### config.mk
export PLATFORM = sky130hd
export DESIGN_NAME = r_shifter_pipe
export DESIGN_NICKNAME = d
export VERILOG_FILES = /design/src/rtl/r_shifter_pipe.sv
export SDC_FILE = /design/constraint.sdc
export NUM_CORES = 1
export LEC_CHECK = 0
export ABC_AREA = 1
export CORE_ASPECT_RATIO = 0.75
export CORE_UTILIZATION = 55
export CTS_BUF_LIST = sky130_fd_sc_hd__clkbuf_8
export DETAILED_ROUTE_END_ITERATION = 10
export PLACE_DENSITY = 0.83
export SLEW_MARGIN = 5
export SYNTH_ARGS = -nofsm -noshare
export SYNTH_HDL_FRONTEND = slang
export SYNTH_SLANG_ARGS = --single-unit
### constraint.sdc
create_clock -name clk -period 4.3 [get_ports clk]
set_input_delay 0.86 -clock clk [delete_from_list [all_inputs] [get_ports clk]]
set_output_delay 0.86 -clock clk [all_outputs]
set_load 0.03 [all_outputs]
### src/rtl/r_shifter_pipe.sv
// ----------------------------------------------------------------------------
// r_shifter_pipe
//   Two-stage pipelined right shifter used for FPU operand alignment. It shifts
//   the smaller operand's mantissa right by the exponent difference. It also
//   produces the guard bit (first bit shifted out) and the sticky bit (OR of
//   every bit below the guard) for the rounding logic downstream.
//
//   Stage 1 applies the fine shift (shamt[2:0]). It keeps the first bit that
//   drops out and the OR of the rest of the dropped bits.
//   Stage 2 applies the coarse shift (shamt[5:3]*8). It then completes the
//   guard and sticky bits.
//
// Ports
//   clk        in   1      clock, rising edge
//   rst_n      in   1      synchronous active-low reset
//   in_valid   in   1      input operation valid
//   in_ready   out  1      an input is accepted this cycle when in_valid=1
//   in_data    in   32     value to shift
//   in_shamt   in   6      shift amount 0..63
//   in_arith   in   1      1 = sign-fill, 0 = zero-fill
//   in_tag     in   TAG_W  opaque tag, passed through
//   out_valid  out  1      result valid
//   out_ready  in   1      downstream accepts the result
//   out_data   out  32     shifted value
//   out_guard  out  1      first bit shifted out
//   out_sticky out  1      OR of all bits below the guard bit
//   out_tag    out  TAG_W  tag of this result
//
// Handshake: a transfer occurs on a side when its valid and ready are both 1
// at a rising edge. A stage advances when it is empty or when its consumer
// takes its contents this cycle. The stage 2 register is the output register.
// in_ready depends combinationally on out_ready and never on in_valid.
// ----------------------------------------------------------------------------
module r_shifter_pipe #(
    parameter int TAG_W = 4
) (
    input  logic             clk,
    input  logic             rst_n,
    input  logic             in_valid,
    output logic             in_ready,
    input  logic [31:0]      in_data,
    input  logic [5:0]       in_shamt,
    input  logic             in_arith,
    input  logic [TAG_W-1:0] in_tag,
    output logic             out_valid,
    input  logic             out_ready,
    output logic [31:0]      out_data,
    output logic             out_guard,
    output logic             out_sticky,
    output logic [TAG_W-1:0] out_tag
);

    // Stage 1 state
    logic             s1_valid;
    logic [63:0]      s1_val;     // extended operand after the fine shift
    logic             s1_guard;   // last bit dropped by the fine shift
    logic             s1_sticky;  // OR of the bits dropped below s1_guard
    logic [2:0]       s1_k;       // pending coarse shift, in bytes
    logic [TAG_W-1:0] s1_tag;

    logic s1_adv;
    logic s2_adv;

    assign s2_adv    = !out_valid || out_ready;
    assign s1_adv    = !s1_valid || s2_adv;
    // in_ready is held at 0 while reset is asserted.
    assign in_ready  = rst_n && s1_adv;

    // ------------------------------------------------------------------
    // Stage 1 combinational: fine shift
    // The operand is widened to 64 bits. Eight zero bits are appended
    // below it to catch the bits that the 0..7 shift drops. The arithmetic
    // shift replicates bit 63, which is the sign bit for arith and 0 for
    // logical, so one shifter serves both modes.
    // ------------------------------------------------------------------
    logic [63:0] ext_in;
    logic [71:0] fine;

    always_comb begin
        ext_in = in_arith ? {{32{in_data[31]}}, in_data} : {32'b0, in_data};
        fine   = $signed({ext_in, 8'b0}) >>> in_shamt[2:0];
    end

    // ------------------------------------------------------------------
    // Stage 2 combinational: coarse shift and final guard/sticky
    // When the coarse shift is nonzero, bit 8k-1 of s1_val becomes the
    // guard. The bits below it join the sticky, and so do all bits that
    // stage 1 dropped.
    // ------------------------------------------------------------------
    logic [5:0]  byte_sh;
    logic [5:0]  guard_pos;
    logic [63:0] guard_mask;
    logic [63:0] coarse;
    logic        s2_guard_nx;
    logic        s2_sticky_nx;

    always_comb begin
        byte_sh      = {s1_k, 3'b000};
        guard_pos    = byte_sh - 6'd1;
        guard_mask   = 64'd1 << guard_pos;
        coarse       = $signed(s1_val) >>> byte_sh;
        s2_guard_nx  = s1_guard;
        s2_sticky_nx = s1_sticky;
        if (s1_k != 3'd0) begin
            s2_guard_nx  = |(s1_val & guard_mask);
            s2_sticky_nx = (|(s1_val & (guard_mask - 64'd1))) | s1_guard | s1_sticky;
        end
    end

    // ------------------------------------------------------------------
    // Stage 1 register
    // ------------------------------------------------------------------
    always_ff @(posedge clk) begin
        if (!rst_n) begin
            s1_valid  <= 1'b0;
            s1_val    <= '0;
            s1_guard  <= 1'b0;
            s1_sticky <= 1'b0;
            s1_k      <= '0;
            s1_tag    <= '0;
        end else if (s1_adv) begin
            s1_valid <= in_valid;
            if (in_valid) begin
                s1_val    <= fine[71:8];
                s1_guard  <= fine[7];
                s1_sticky <= |fine[6:0];
                s1_k      <= in_shamt[5:3];
                s1_tag    <= in_tag;
            end
        end
    end

    // ------------------------------------------------------------------
    // Stage 2 / output register
    // ------------------------------------------------------------------
    always_ff @(posedge clk) begin
        if (!rst_n) begin
            out_valid  <= 1'b0;
            out_data   <= '0;
            out_guard  <= 1'b0;
            out_sticky <= 1'b0;
            out_tag    <= '0;
        end else if (s2_adv) begin
            out_valid <= s1_valid;
            if (s1_valid) begin
                out_data   <= coarse[31:0];
                out_guard  <= s2_guard_nx;
                out_sticky <= s2_sticky_nx;
                out_tag    <= s1_tag;
            end
        end
    end

endmodule

==> results_dict.tcl <==
set metrics [dict create \
    status "finished, final reports clean" \
    fillCellCount 773 \
    insertion_delay_ns 0.36 \
    clockBufferDepth 2 \
    synth_area_per_cell_um2 6.11 \
    worst_pin_slew_ns 0.919 \
    setup_slack_ns 1.12 \
    drive_above_1_share_pct 4.97 \
    yosysWarnings 0 \
    swShare_pct 33.7 \
    synth_edf_count 0 \
    fp-row-count 29 \
    grt_overflow 0 \
    post_cts_resized 0 \
    clkSinkCount 82 \
    gp_congestion 1.01 \
    fin_crit_ns 3.18 \
    fin_nets 888 \
    synthArstFlopShare_pct 0 \
    antenna_cells 0 \
    grt_util_all_layers_pct 32.3 \
    finalMaxSlewViolations 0 \
    die_area_mm2 0.00914 \
    syn-num-nets 836 \
    wl_um 14300 \
    synth_cell_type_count 28 \
    cts_buffers 9 \
    cellPowerDensity_mw_per_mm2 347 \
    vias 5356 \
    internal_power_w 0.00134 \
    synth_top_area_share_pct 34.1 \
    critPathLaunchType "input pin" \
    finalPower_w 0.00203 \
    grt_max_degree 43 \
    grt_pass1_vias 4788 \
    wl_per_cell_um 15.0 \
    ios 87 \
    first_iter_violations 552 \
    yosysTopAreaCell "dfxtp_1" \
    drv_cap 0 \
    fin_setup_tns_ns 0 \
    antenna_found_initial 0 \
    post_cts_buffers 0 \
    period_share_pct 73.9 \
    finalClockSkew_ns 0.00645 \
    cts_root_buffer "clkbuf_8" \
    worstSetupEndpointType "output pin" \
    firstDrtPassIters 5 \
    path_max_fanout 4 \
    combPwrFrac_pct 26.1 \
    design_area_mm2 0.00583 \
    drc_errors 0 \
    rsz0062_at_grt "no" \
    finalSetupViolations 0 \
    via_per_inst 5.62 \
    fin_hold_ws_ns 0.479 \
    synthMostInstantiatedCell "nand2_1" \
    port_buffers 86 \
    ys_seq_area_share_pct 34.1 \
    grt_pass1_wl_um 23300 \
    synth_commonest_cells "nand2_1, nor2_1, dfxtp_1" \
    preCtsSetupSlack_ns 1.17 \
    synth_area_mm2 0.00482 \
    ir_drop_v 0.000332 \
    fmax_ghz 0.315 \
    crit_type "in -> out" \
    hold_buffers 0 \
    netSwitchingPower_w 0.000683 \
    die_w_um 110 \
    core_mm2 0.00849 \
    cts_tree "done" \
    path_clk_slew_ns 0.09 \
    synth_flop_cell "dfxtp_1" \
    ys_ff_latch 82 \
    hold_viol 0 \
    slew_headroom_pct 38.7 \
    hpwl_um 10600 \
    power.leakage_nw 2.59 \
    worst_hold_path_type "reg -> reg" \
    detail-route-antenna-nets 0 \
    critPathArrivalTime_ns 2.32 \
    synthesis.instances 788 \
    area_growth_pct 21.0 \
    htreeDepth 3 \
    pwr-share-clk_pct 31.3 \
    synth_area_leaders "dfxtp_1, nand2_1, a21oi_1" \
    seqPwrFrac_pct 42.6 \
    die_h_um 83.1 \
    start_util_pct 56.7 \
    critPathRequiredTime_ns 3.44 \
    placed_area_mm2 0.00560 \
]
==> layout make-up <==
cell class                      instances  area, um^2  area share [%]
Clock buffer                            9         124            2.12
Clock inverter                          7         101            1.74
Inverter                               77         289            4.96
Multi-Input combinational cell        577        2630            45.0
Sequential cell                        82        1640            28.2
Tap cell                              108         135            2.32
Timing Repair Buffer                   93         913            15.7
==> per-layer routing <==
layer	global-route usage (%)	vias up	wire length, um
met5	0	-	0
met4	8.12	0	207
met3	8.01	21	1280
met2	47.4	239	6150
met1	47.1	2440	6670
li1	-	2656	-
==> metrics by stage <==
step | utilization [%] | instances
finish | 68.7 | 953
global route | 68.7 | 953
CTS | 68.7 | 953
detailed placement | 66.0 | 937
global placement | 66.0 | 937
floorplan | - | 788
==> kinds of logic (layout without fill, tap and decap cells) <==
| kind of cell | after synthesis | in the layout | synth area share, % |
|---|---|---|---|
| simple gates | 373 | 373 | 30.4 |
| compound gates | 203 | 203 | 23.8 |
| buf+inv | 129 | 186 | 11.4 |
| flops | 82 | 82 | 34.1 |
| fa+ha+maj | 1 | 1 | 0.260 |
==> path summary, 6_finish.rpt <==
path | startpoint | to | slack [ns] | depth (start not counted)
worst min register to register | out_data[22] | out_data[22] | 0.48 | 2
worst max register to register | s1_k[0] | out_sticky | 1.33 | 13
worst max-delay path | rst_n | in_ready | 1.12 | 4
worst min-delay path | out_data[22] | out_data[22] | 0.48 | 2
==> power by group through the flow <==
| stage | Sequential (W) | Clock [W] | Combinational, W |
|---|---|---|---|
| 2_1_floorplan | 0.000909 | 0 | 0.000309 |
| 3_3_place_gp | 0.000876 | 0 | 0.000507 |
| 3_5_place_dp | 0.000878 | 0 | 0.000514 |
| 4_1_cts | 0.000861 | 0.000637 | 0.000518 |
| 5_1_grt | 0.000868 | 0.000667 | 0.000582 |
| 6_report | 0.000862 | 0.000635 | 0.000528 |
==> flip-flops by register name, summed over array words and instances (netlist names) <==
register and count:
out_data 32, out_guard 1, out_sticky 1, out_tag 4
out_valid 1, s1_guard 1, s1_k 3, s1_sticky 1
s1_tag 4, s1_val 33, s1_valid 1
==> placed cells by master (no fill, tap or decap), types with 19 or more instances in the layout <==
cell type / n
nand2_1: 250
clkdlybuf4s50_1: 86
nor2_1: 84
dfxtp_1: 82
a21oi_1: 68
inv_1: 66
o21ai_0: 59
nand3_1: 34
a31oi_1: 26
o21ai_1: 19
==> critical path: stages <==
cell and delay [ns]:
clkdlybuf4s50_1 0.64, nand2_1 0.09, inv_1 0.06, clkdlybuf4s50_1 0.66
(Power assumes the default switching activity.)
